**src/rtl/acq_run_ctrl.sv**
```systemverilog
// rtl/acq_run_ctrl.sv - acquisition run controller: arm, framed run, drain, done
module acq_run_ctrl #(
    parameter int DATA_WIDTH = 32,
    parameter int ARM_CYCLES = 4
) (
    input  logic                  s_axi_aclk,
    input  logic                  s_axi_aresetn,
    input  logic                  run,
    input  logic [DATA_WIDTH-1:0] frame_period,
    input  logic [DATA_WIDTH-1:0] n_frames,
    input  logic                  sink_idle,
    output logic                  acq_enable,
    output logic                  frame_start,
    output logic [DATA_WIDTH-1:0] frame_index,
    output logic                  busy,
    output logic                  done,
    output logic [2:0]            state
);

    typedef enum logic [2:0] {
        ST_IDLE  = 3'd0,
        ST_ARM   = 3'd1,
        ST_RUN   = 3'd2,
        ST_DRAIN = 3'd3,
        ST_DONE  = 3'd4
    } state_t;

    localparam int ARM_W = (ARM_CYCLES > 1) ? $clog2(ARM_CYCLES) : 1;

    state_t                st;
    logic [ARM_W-1:0]      arm_cnt;
    logic [DATA_WIDTH-1:0] cyc_cnt;
    logic [DATA_WIDTH-1:0] period_q;
    logic [DATA_WIDTH-1:0] n_frames_q;
    logic [DATA_WIDTH-1:0] period_clamped;
    logic [DATA_WIDTH-1:0] index_next;
    logic                  last_cycle;
    logic                  final_frame;
    logic                  arm_last;

    // A period below 2 would make frame_start a constant level; clamp so it stays a strobe.
    assign period_clamped = (frame_period < DATA_WIDTH'(2)) ? DATA_WIDTH'(2) : frame_period;
    assign index_next     = frame_index + DATA_WIDTH'(1);
    assign last_cycle     = (cyc_cnt == period_q - DATA_WIDTH'(1));
    assign final_frame    = (n_frames_q != '0) && (index_next == n_frames_q);
    assign arm_last       = (arm_cnt == ARM_W'(ARM_CYCLES - 1));
    assign state          = st;

    always_ff @(posedge s_axi_aclk) begin
        if (!s_axi_aresetn) begin
            st          <= ST_IDLE;
            acq_enable  <= 1'b0;
            frame_start <= 1'b0;
            frame_index <= '0;
            busy        <= 1'b0;
            done        <= 1'b0;
            arm_cnt     <= '0;
            cyc_cnt     <= '0;
            period_q    <= '0;
            n_frames_q  <= '0;
        end else begin
            frame_start <= 1'b0;
            case (st)
                ST_IDLE: begin
                    if (run) begin
                        st          <= ST_ARM;
                        busy        <= 1'b1;
                        done        <= 1'b0;
                        period_q    <= period_clamped;
                        n_frames_q  <= n_frames;
                        frame_index <= '0;
                        cyc_cnt     <= '0;
                        arm_cnt     <= '0;
                    end
                end
                ST_ARM: begin
                    if (!run) begin
                        st <= ST_DRAIN;
                    end else if (arm_last) begin
                        st          <= ST_RUN;
                        acq_enable  <= 1'b1;
                        frame_start <= 1'b1;
                        cyc_cnt     <= '0;
                    end else begin
                        arm_cnt <= arm_cnt + ARM_W'(1);
                    end
                end
                ST_RUN: begin
                    // A frame whose last cycle coincides with run dropping still counts.
                    if (last_cycle) begin
                        frame_index <= index_next;
                    end
                    if ((last_cycle && final_frame) || !run) begin
                        st         <= ST_DRAIN;
                        acq_enable <= 1'b0;
                    end else begin
                        cyc_cnt     <= last_cycle ? '0 : cyc_cnt + DATA_WIDTH'(1);
                        frame_start <= last_cycle;
                    end
                end
                ST_DRAIN: begin
                    if (sink_idle) begin
                        st   <= ST_DONE;
                        busy <= 1'b0;
                        done <= 1'b1;
                    end
                end
                ST_DONE: begin
                    if (!run) begin
                        st   <= ST_IDLE;
                        done <= 1'b0;
                    end
                end
                default: begin
                    st         <= ST_IDLE;
                    acq_enable <= 1'b0;
                    busy       <= 1'b0;
                    done       <= 1'b0;
                end
            endcase
        end
    end

endmodule

```
**config.mk**
```make
export PLATFORM = sky130hd
export DESIGN_NAME = acq_run_ctrl
export DESIGN_NICKNAME = d
export VERILOG_FILES = /design/src/rtl/acq_run_ctrl.sv
export SDC_FILE = /design/constraint.sdc
export NUM_CORES = 1
export LEC_CHECK = 0
export BUFFER_PORTS_ARGS = -buffer_cell sky130_fd_sc_hd__buf_2
export CORE_AREA = 2 2 135 137
export CTS_CLUSTER_SIZE = 24
export DETAILED_ROUTE_END_ITERATION = 7
export DIE_AREA = 0 0 137 139
export GPL_ROUTABILITY_DRIVEN = 1
export PLACE_DENSITY = 0.7
export SYNTH_ARGS = -nofsm -noshare
export SYNTH_HDL_FRONTEND = slang
export SYNTH_SLANG_ARGS = --single-unit
```
**constraint.sdc**
```tcl
create_clock -name s_axi_aclk -period 5.22 [get_ports s_axi_aclk]
set_input_delay 1.566 -clock s_axi_aclk [delete_from_list [all_inputs] [get_ports s_axi_aclk]]
set_output_delay 1.566 -clock s_axi_aclk [all_outputs]
set_load 0.02 [all_outputs]
```
After elaboration in Yosys (flattened, before gate mapping). Index checks and enable logic that the tools add are counted.

Register bits after elaboration: 137. Word-level logic and storage cells: 90. Input bits: 68. Output and inout port bits: 39.

Mux-type cells: 35. Magnitude comparators: 1. Add/subtract/negate cells: 4. Bitwise gates (word level): 3. Eq/ne operators: 17. Reductions and logical operators: 20.

Operator list (count): two-way mux 32 bit (7); one-hot mux 32 bit (3 select lines) (1); adder 32 x 1 -> 32 bit, second input constant (2); equality test 32 bit (2); one-hot mux 32 bit (2 select lines) (1); < comparator 32 x 2 -> 1 bit, second input constant (1); nonzero test 32 bit (1); subtractor 32 x 1 -> 32 bit, second input constant (1); two-way mux 3 bit (6); != test 2 bit, second input constant (9); one-hot mux 3 bit (5 select lines) (1); AND reduction 4 bit (3); two-way mux 1 bit (11); AND reduction 5 bit (2); equality test 3 x 2 -> 1 bit, second input constant (2); two-way mux 2 bit (3); one-hot mux 1 bit (3 select lines) (2); AND reduction 3 bit (2); OR reduction 3 bit (2); one-hot mux 1 bit (4 select lines) (1); one-hot mux 2 bit (2 select lines) (1); nonzero test 2 bit (2); equality test 3 x 1 -> 1 bit, second input constant (1); equality test 3 bit, second input constant (1); other kinds (12) (15).

Logic depth before layout (Yosys ltp). Gate-level depths: netlist (run 1).

Depth after elaboration: 7. Mapped depth: 16. Mapped depth without buffers: 11.

Worst setup path after synthesis (run 1). Ideal clock, no wire load.

Path kind: reg2reg. Start: register period_q[0]. End: register cyc_cnt[3]. Buffers on the path: 4. Arrival: 4.158 ns. Slack: 1.001 ns. Setup time: 0.061 ns. Stages on the path, launching flop included: 16. Data required time: 5.159 ns. Clock period less this slack: 4.219 ns. Path through: dfxtp_1 inv_1 ha_1 buf_2 or4b_1 buf_2 nor4_4 nor4b_1 a211oi_1 a2111o_1 or4_4 or3_1 buf_6 o41ai_4 buf_6 a221o_1.

Longest elaborated chain between the ends: 6. Elaborated cells on any way between the ends: 9. Those cells by class: add/sub: 1; eq/ne: 2; mux: 3; reduce/logical: 3.

Ends and longest elaborated chain: from (decl) (RTL line 33) `logic [DATA_WIDTH-1:0] period_q;`; from (signal assigned) (RTL line 69) `period_q <= period_clamped;`; subtractor 32 x 1 -> 32 bit (*) (RTL line 44) `assign last_cycle = (cyc_cnt == period_q - DATA_WIDTH'(1));`; equality test 32 bit (*) (RTL line 44); logical AND 1 bit (RTL line 93) `if ((last_cycle && final_frame) || !run) begin`; logical OR 1 bit (RTL line 93); != test 2 bit (no line); AND reduction 5 bit (no line); to (signal assigned) (RTL line 97) `cyc_cnt <= last_cycle ? '0 : cyc_cnt + DATA_WIDTH'(1);`; to (decl) (RTL line 32) `logic [DATA_WIDTH-1:0] cyc_cnt;`.

Mark *: on every way between the ends. The rest lies on a longest branch, timed or not. The select of a mux whose other input is x is not followed. A chain may end at the register's enable or synchronous reset.

Final worst setup path (run 1).
Start: register period_q[0]. End: register cyc_cnt[5].

Same word-level chain as after synthesis.

==> impl_metrics.toml, run 1 <==
[outcome]
status = "finished, final reports clean"

[cts]
cts_made_buffers = 17
post_cts_resized = 0
clkTransAtPathRegs_ps = 60
clock-root-buffer = "clkbuf_16"
clkSinkCount = 137
cts_tree = "done"
h-tree-depth = 4
post_cts_buffers = 0
insertion_delay_ps = 430
hold_buffers = 0
clk_path_buf_depth = 2

[logic_synthesis]
synth_edf_count = 0
synth_area_leaders = "dfxtp_1, nand2_1, a21boi_0"
syn-num-nets = 1227
synthArstFlopShare_pct = 0
yosysTopAreaCell = "dfxtp_1"
ys_top_cells_by_count = "nand2_1, dfxtp_1, clkbuf_1"
synth_top_area_share_pct = 31.6
syn_area_per_cell_um2 = 7.52
synth_seq_cells = 137
yosysWarnings = 0
yosysMostFrequentCell = "nand2_1"
synth_seq_area_share_pct = 31.6
synth_area_mm2 = 0.00868
ys_types = 67
synth_cells = 1155
ys.flop_type = "dfxtp_1"

[critical_path]
critPathLaunchType = "flip-flop"
rrSetupSlack_ps = 430
crit_type = "flip-flop to flip-flop"
rr_worst_depth = 12
cp-end-kind = "flip-flop"
cp_max_fo = 32
cp.arrival_ps = 5150
cp.required_ps = 5580
r2r-end = "cyc_cnt[5]"
crit_start = "period_q[0]"
r2r-start = "period_q[0]"

[timing]
finalMaxSlewViolations = 0
final_hold_viol_count = 0
worst-slew-pin-transition_ps = 999
skew_ps = 9.00
tns_ps = 0
grt_setup_unrepaired = "false"
max_freq_mhz = 209
maxSlewHeadroom_pct = 33.4
fin_hold_ws_ps = 493
setup_viol = 0
fin_crit_sh_pct = 91.8
min_period_ps = 4790

[global_routing]
grt_busiest_layer = "met2"
grt_first_pass_wirelength_mm = 40.2
use_met3_pct = 3.91
grt_pass1_vias = 7925
grt_overflow_total = 0
use_met1_pct = 34.1
grt_max_degree = 52
grtUsageTotal_pct = 26.4
antenna_found_initial = 0
grt_use_met2_pct = 43.3

[place]
dp_hpwl_mm = 18.1
dp_cells = 1410
place_area_mm2 = 0.00922
place.gp.congestion = 0.904
port_buffers = 106

[routing]
vias = 8642
viasPerCell = 6.00
detailedRoute.firstIterationViolations = 691
dr.pass1.iters = 7
wl_per_cell_um = 17.3
drc_errors = 0
antenna_left = 0
drt_wl_total_mm = 24.9

[run]
cap_violations = 0

[final_layout]
antenna_cells = 0
nNetsFinal = 1272
drive_gt1_share_pct = 14.2
syn_to_final_growth_pct = 13.3
fin_area_mm2 = 0.00984
layout.cells.non_filler = 1441

[floorplan]
rows = 49
die_w_um = 137
dieArea_mm2 = 0.0190
core_area_mm2 = 0.0177
start_util_pct = 49.2
io_pins = 107
die_h_um = 139

[power_and_ir_drop]
p_per_area_mw_per_mm2 = 292
cellLeakagePower_nw = 3.68
ir_worst_vdd_v = 0.000238

[min_path]
whs_path_depth = 2
min_to = "n_frames_q[5]"
hp-start = "n_frames_q[5]"
hp-class = "flip-flop to flip-flop"
==> critical path, stage by stage (launching register included) <==
cell      delay [ps]
dfxtp_1          360
inv_1             80
ha_1             300
or4b_1           650
nor4_4           510
nor4b_1          280
a211oi_1         100
a2111o_1         350
or4_4            550
or3_1            550
o41ai_4          380
buf_4            380
a221o_1          210
==> registers in the layout, indices dropped and copies added (netlist names) <==
signal / cells
frame_start: 1
busy: 1
frame_index: 32
cyc_cnt: 32
arm_cnt: 2
period_q: 32
done: 1
state: 3
n_frames_q: 32
acq_enable: 1
==> where the power goes <==
part	leakage, nW	total (mW)	internal, mW	switching [mW]
Sequential	1.11	1.14	1.08	0.0575
Combinational	2.26	0.449	0.183	0.266
Clock	0.303	1.28	0.808	0.472
==> metrics by stage <==
stage	worst slack, ps	util [%]	power, mW
after floorplan	1000	-	1.49
after global placement	571	52.2	1.60
after detailed placement	483	52.2	1.61
after CTS	464	55.7	2.88
after global routing	156	55.7	2.99
final	430	55.7	2.87
==> per-layer routing <==
layer,vias up,wire length [um],part of all wire (%)
met4,0,814,3.3
met5,-,0,0
met1,4028,11200,45
li1,4281,-,-
met3,56,1100,4.4
met2,277,11800,47
==> area by class of cell <==
type | instances | area, um2
repair buffers | 120 | 636
clock inverters | 12 | 174
inverters | 14 | 52.6
clock buffers | 19 | 443
multi-input cells | 910 | 5500
flip-flops and latches | 137 | 2740
fillers | 1689 | 7820
well taps | 229 | 287
==> logic make-up after synthesis <==
logic type                 share of synthesized area [%]
and+or+nand+nor                                     31.0
AOI/OAI and AO/OA                                   21.9
buffers and inverters                               5.30
muxes                                               1.43
adders and majority gates                          0.576
xor gates and xnor gates                            8.17
DFF                                                 31.6
==> how the worst max path moves through the flow <==
| stage | slack, ps | cells past startpoint | endpoint |
|---|---|---|---|
| finish | 430 | 12 | cyc_cnt[5] |
| global route | 160 | 12 | cyc_cnt[6] |
| CTS | 460 | 12 | cyc_cnt[5] |
| detailed placement | 480 | 12 | cyc_cnt[3] |
| global placement | 570 | 12 | cyc_cnt[3] |
| floorplan | 1000 | 15 | cyc_cnt[3] |
==> cell usage in the layout, fill, tap and decap left out, drive strengths merged, types with 5 or more instances in the layout <==
cell,count
nor2,63
a211oi,7
or4,19
a221o,27
xnor2,54
nand3,39
nand2b,10
o31ai,5
o211ai,6
a31oi,38
inv,15
and4,7
mux2i,9
dfxtp,137
nand4,26
nor4b,6
or3,20
a21o,6
nor4,37
or2,9
a21oi,44
nor3,54
nand2,229
and2,7
o21a,6
a41oi,5
buf,120
nor2b,11
clkinv,6
a21boi,65
clkbuf,19
o21ai,24
and3,7
xor2,27
Power figures use the tool's default switching activity.
==> run 2: changes to the inputs <==
--- a/config.mk
+++ b/config.mk
@@ -6,12 +6,12 @@
 export NUM_CORES = 1
 export LEC_CHECK = 0
 export BUFFER_PORTS_ARGS = -buffer_cell sky130_fd_sc_hd__buf_2
-export CORE_AREA = 2 2 135 137
+export CORE_AREA = 2 2 124 150
 export CTS_CLUSTER_SIZE = 24
 export DETAILED_ROUTE_END_ITERATION = 7
-export DIE_AREA = 0 0 137 139
+export DIE_AREA = 0 0 126 152
 export GPL_ROUTABILITY_DRIVEN = 1
-export PLACE_DENSITY = 0.7
+export PLACE_DENSITY = 0.69
 export SYNTH_ARGS = -nofsm -noshare
 export SYNTH_HDL_FRONTEND = slang
 export SYNTH_SLANG_ARGS = --single-unit
==> constraint.sdc (replaced) <==
create_clock -name s_axi_aclk -period 5.22 [get_ports s_axi_aclk]
set_input_delay 0.261 -clock s_axi_aclk [delete_from_list [all_inputs] [get_ports s_axi_aclk]]
set_output_delay 0.261 -clock s_axi_aclk [all_outputs]
set_load 0.02 [all_outputs]
==> run 2 against run 1 <==
Global-route usage down 0.55 points. Flip-flop and latch count did not move. Die area grew 0.57%. Register-to-register slack got worse by 140 ps. Clock power is essentially flat. Sequential share of layout area about the same. Clock skew rose by 1.1 ps. Wire length grew 2.2%. Cell count fell by 0.42%. Worst hold slack got worse by 420 ps. First-iteration DRC count fell by 15%. Critical path depth is the same.
==> impl_metrics.toml, run 2 (synthesis gave the netlist of run 1 again) <==
[outcome]
status = "finished, final reports clean"

[power_and_ir_drop]
cellLeakagePower_nw = 3.66
p_per_area_mw_per_mm2 = 295
ir_worst_vdd_v = 0.000224

[routing]
viasPerCell = 6.07
drt_wl_total_mm = 25.5
vias = 8705
detailedRoute.firstIterationViolations = 587
drc_errors = 0
antenna_left = 0
dr.pass1.iters = 5
wl_per_cell_um = 17.7

[final_layout]
nNetsFinal = 1270
syn_to_final_growth_pct = 13.2
fin_area_mm2 = 0.00983
final_cell_mix = "nand2_1, dfxtp_1, buf_2, a21boi_0, nor2_1"
drive_gt1_share_pct = 14.0
final_common_cell = "nand2_1"
antenna_cells = 0

[place]
dp_hpwl_mm = 18.1
port_buffers = 106
place_area_mm2 = 0.00920
place.gp.congestion = 0.898

[critical_path]
cp-end-kind = "flip-flop"
cp_max_fo = 32
critPathLaunchType = "flip-flop"
cp.arrival_ps = 5300
crit_type = "flip-flop to flip-flop"
cp.required_ps = 5590

[cts]
clk_path_buf_depth = 2
cts_tree = "done"
hold_buffers = 0
clkSinkCount = 137
post_cts_buffers = 0
post_cts_resized = 0
clkTransAtPathRegs_ps = 60
cts_made_buffers = 17
insertion_delay_ps = 430
clock-root-buffer = "clkbuf_16"
h-tree-depth = 4

[global_routing]
grtUsageTotal_pct = 25.9
grt_first_pass_wirelength_mm = 40.8
grt_pass1_vias = 8079
antenna_found_initial = 0
grt_max_degree = 80
grt_overflow_total = 0

[timing]
fin_hold_ws_ps = 70.3
min_period_ps = 4930
setup_viol = 0
tns_ps = 0
final_hold_viol_count = 0
worst-slew-pin-transition_ps = 1010
fin_crit_sh_pct = 94.5
maxSlewHeadroom_pct = 32.9
max_freq_mhz = 203
skew_ps = 10.1
grt_setup_unrepaired = "false"
finalMaxSlewViolations = 0

[floorplan]
dieArea_mm2 = 0.0192
die_h_um = 152
core_area_mm2 = 0.0178
start_util_pct = 48.7
die_w_um = 126
rows = 54
io_pins = 107

[run]
cap_violations = 0

[min_path]
hp-class = "input port to flip-flop"
==> run 2: worst max-delay path: stages (launching register included) <==
cell and delay (ps):
dfxtp_1 370, inv_1 80, ha_1 310, or4b_1 660
nor4_4 530, nor4b_1 300, a211oi_1 100, a2111o_1 350
or4_4 560, or3_1 570, o41ai_4 400, buf_4 400
a221o_1 220
==> run 2: path summary, 6_finish.rpt <==
path / from / end / slack (ps) / depth (start not counted)
setup / recovery: period_q[0] / cyc_cnt[25] / 290 / 12
hold / removal: n_frames[23] / n_frames_q[23] / 70 / 3
setup reg to reg: period_q[0] / cyc_cnt[25] / 290 / 12
hold reg to reg: n_frames_q[27] / n_frames_q[27] / 490 / 2
==> run 2: power breakdown <==
part / switching (mW) / internal (mW) / total (mW) / leakage [nW]
Combinational: 0.269 / 0.184 / 0.452 / 2.25
Clock: 0.482 / 0.824 / 1.31 / 0.299
Sequential: 0.0580 / 1.08 / 1.14 / 1.11
==> run 2: metal layers <==
metal | vias to the layer above | part of all wire, % | GRT usage [%]
met4 | 0 | 4.2 | 12.8
met1 | 4083 | 42 | 31.3
met2 | 276 | 49 | 44.4
met3 | 74 | 4.6 | 4.19
met5 | - | 0 | 0
li1 | 4272 | - | -
==> run 2: final cells by class <==
cell class,count,area [um2]
clock inverters,11,170
clock buffers,21,460
multi-input cells,910,5500
repair buffers,118,621
fillers,1731,8010
inverters,14,52.6
flip-flops and latches,137,2740
well taps,224,280
==> run 2: stage by stage <==
stage | total power [mW] | util, % | instances | setup slack (ps)
6_report | 2.90 | 55.1 | 1435 | 285
3_3_place_gp | 1.61 | 51.6 | 1403 | 512
2_1_floorplan | 1.49 | - | 1155 | 1000
4_1_cts | 2.91 | 55.1 | 1435 | 368
5_1_grt | 3.01 | 55.1 | 1435 | 89.4
3_5_place_dp | 1.61 | 51.6 | 1403 | 402
==> run 3: changes to the inputs <==
--- a/config.mk
+++ b/config.mk
@@ -12,6 +12,7 @@
 export DIE_AREA = 0 0 126 152
 export GPL_ROUTABILITY_DRIVEN = 1
 export PLACE_DENSITY = 0.69
+export REMOVE_ABC_BUFFERS = 1
 export SYNTH_ARGS = -nofsm -noshare
 export SYNTH_HDL_FRONTEND = slang
 export SYNTH_SLANG_ARGS = --single-unit
==> run 3 against run 2 <==
Power decreased by 3.9%. Global-route usage rose by 0.29 points. Clock skew fell by 1.2 ps. Wire length is 0.22% lower. First-iteration DRC count rose by 40%. Critical endpoint is now cyc_cnt[16]. Largest cell class unchanged.
==> impl_metrics.toml, run 3 (synthesis gave the netlist of run 1 again) <==
[cts]
cts_tree = "done"
clock-root-buffer = "clkbuf_16"
clk_path_buf_depth = 2
post_cts_buffers = 0
cts_made_buffers = 17
clkSinkCount = 137
hold_buffers = 0
post_cts_resized = 0
insertion_delay_ps = 430
clkTransAtPathRegs_ps = 70
h-tree-depth = 4

[min_path]
hp-class = "input port to flip-flop"
hp-start = "n_frames[4]"

[timing]
grt_setup_unrepaired = "false"
maxSlewHeadroom_pct = 33.2
final_hold_viol_count = 0
max_freq_mhz = 210
fin_hold_ws_ps = 71.4
finalMaxSlewViolations = 0
tns_ps = 0
worst-slew-pin-transition_ps = 1000
setup_viol = 0
min_period_ps = 4770
skew_ps = 8.88
fin_crit_sh_pct = 91.3

[critical_path]
path_delay_family = "simple AND/OR/NAND/NOR gates"
cp_slowest_cell = "or4b_1"
crit_start = "period_q[0]"
crit_type = "flip-flop to flip-flop"
cp-end-kind = "flip-flop"
max_stage_delay_ps = 650
cp_max_fo = 32
crit_chain = "inv_1 -> ha_1 -> or4b_1 -> nor4_4 -> nor4b_1 -> a211oi_1 -> a2111o_1 -> or4_4 -> or3_1 -> o41ai_4 -> buf_4 -> a221o_1"
critPathLaunchType = "flip-flop"
r2r-start = "period_q[0]"
cp.arrival_ps = 5140
cp.required_ps = 5590
crit_buf_inv = 2

[global_routing]
use_met3_pct = 4.40
grt_busiest_layer = "met2"
use_met1_pct = 30.5
grt_use_met2_pct = 45.7
grt_pass1_vias = 7989
antenna_found_initial = 0
grt_first_pass_wirelength_mm = 41.0
grt_overflow_total = 0
grtUsageTotal_pct = 26.2
grt_max_degree = 70

[power_and_ir_drop]
cellLeakagePower_nw = 3.66
p_sw_share_pct = 30.1
p_per_area_mw_per_mm2 = 284
p_int_mw = 1.95
ir_worst_vdd_v = 0.000222
switchingPower_mw = 0.839
combPwrFrac_pct = 16.4
p_seq_share_pct = 41.0
clockPowerShare_pct = 42.6

[final_layout]
antenna_cells = 0
final_cell_mix = "nand2_1, dfxtp_1, buf_2, a21boi_0, nor2_1"
drive_gt1_share_pct = 14.5
final_common_cell = "nand2_1"
nNetsFinal = 1274
syn_to_final_growth_pct = 12.9
utilization_pct = 55.0

[floorplan]
start_util_pct = 48.7
die_w_um = 126
dieArea_mm2 = 0.0192
core_area_mm2 = 0.0178
io_pins = 107
die_h_um = 152
rows = 54

[routing]
vias = 8776
detailedRoute.firstIterationViolations = 819
antenna_left = 0
viasPerCell = 6.10
drc_errors = 0
drt_wl_total_mm = 25.4
wl_per_cell_um = 17.6
dr.pass1.iters = 5

[run]
cap_violations = 0

[place]
place.gp.congestion = 1.00
dp_hpwl_mm = 18.3
port_buffers = 106

[outcome]
status = "finished, final reports clean"
==> run 3: path summary, 6_finish.rpt <==
kind / slack [ps] / end / depth (start not counted)
setup / recovery: 450 / cyc_cnt[16] / 12
hold / removal: 70 / n_frames_q[4] / 3
setup reg to reg: 450 / cyc_cnt[16] / 12
hold reg to reg: 480 / period_q[31] / 2
==> run 3: worst min-delay path, stage by stage <==
cell,delay [ps]
buf_2,90
nand2_1,40
a21boi_0,60
==> run 3: metrics by stage <==
stage	std cells	area, um2	setup WS, ps	total power, mW
floorplan	1061	8270	-359	1.46
detailed placement	1407	9230	506	1.62
global placement	1407	9230	583	1.61
CTS	1439	9810	489	2.81
global route	1439	9810	149	2.91
finish	1439	9810	452	2.79
==> run 3: power groups by stage <==
stage	sequential (mW)	clock, mW	combinational, mW
2_1_floorplan	1.15	0	0.313
3_3_place_gp	1.16	0	0.450
3_5_place_dp	1.16	0	0.451
4_1_cts	1.14	1.21	0.455
5_1_grt	1.15	1.25	0.508
6_report	1.14	1.19	0.459
==> run 3: layout make-up <==
cell class                      count  area [um2]
Clock inverter                     14         138
Multi-Input combinational cell    910        5500
Tap cell                          224         280
Clock buffer                       18         439
Timing Repair Buffer              122         651
Inverter                           14        52.6
Fill cell                        1766        8030
Sequential cell                   137        2740
==> run 3: per-layer routing <==
layer | wire (um) | part of all wire (%)
met5 | 0 | 0
met4 | 1310 | 5.2
met3 | 1290 | 5.1
met2 | 12800 | 50
met1 | 9980 | 39
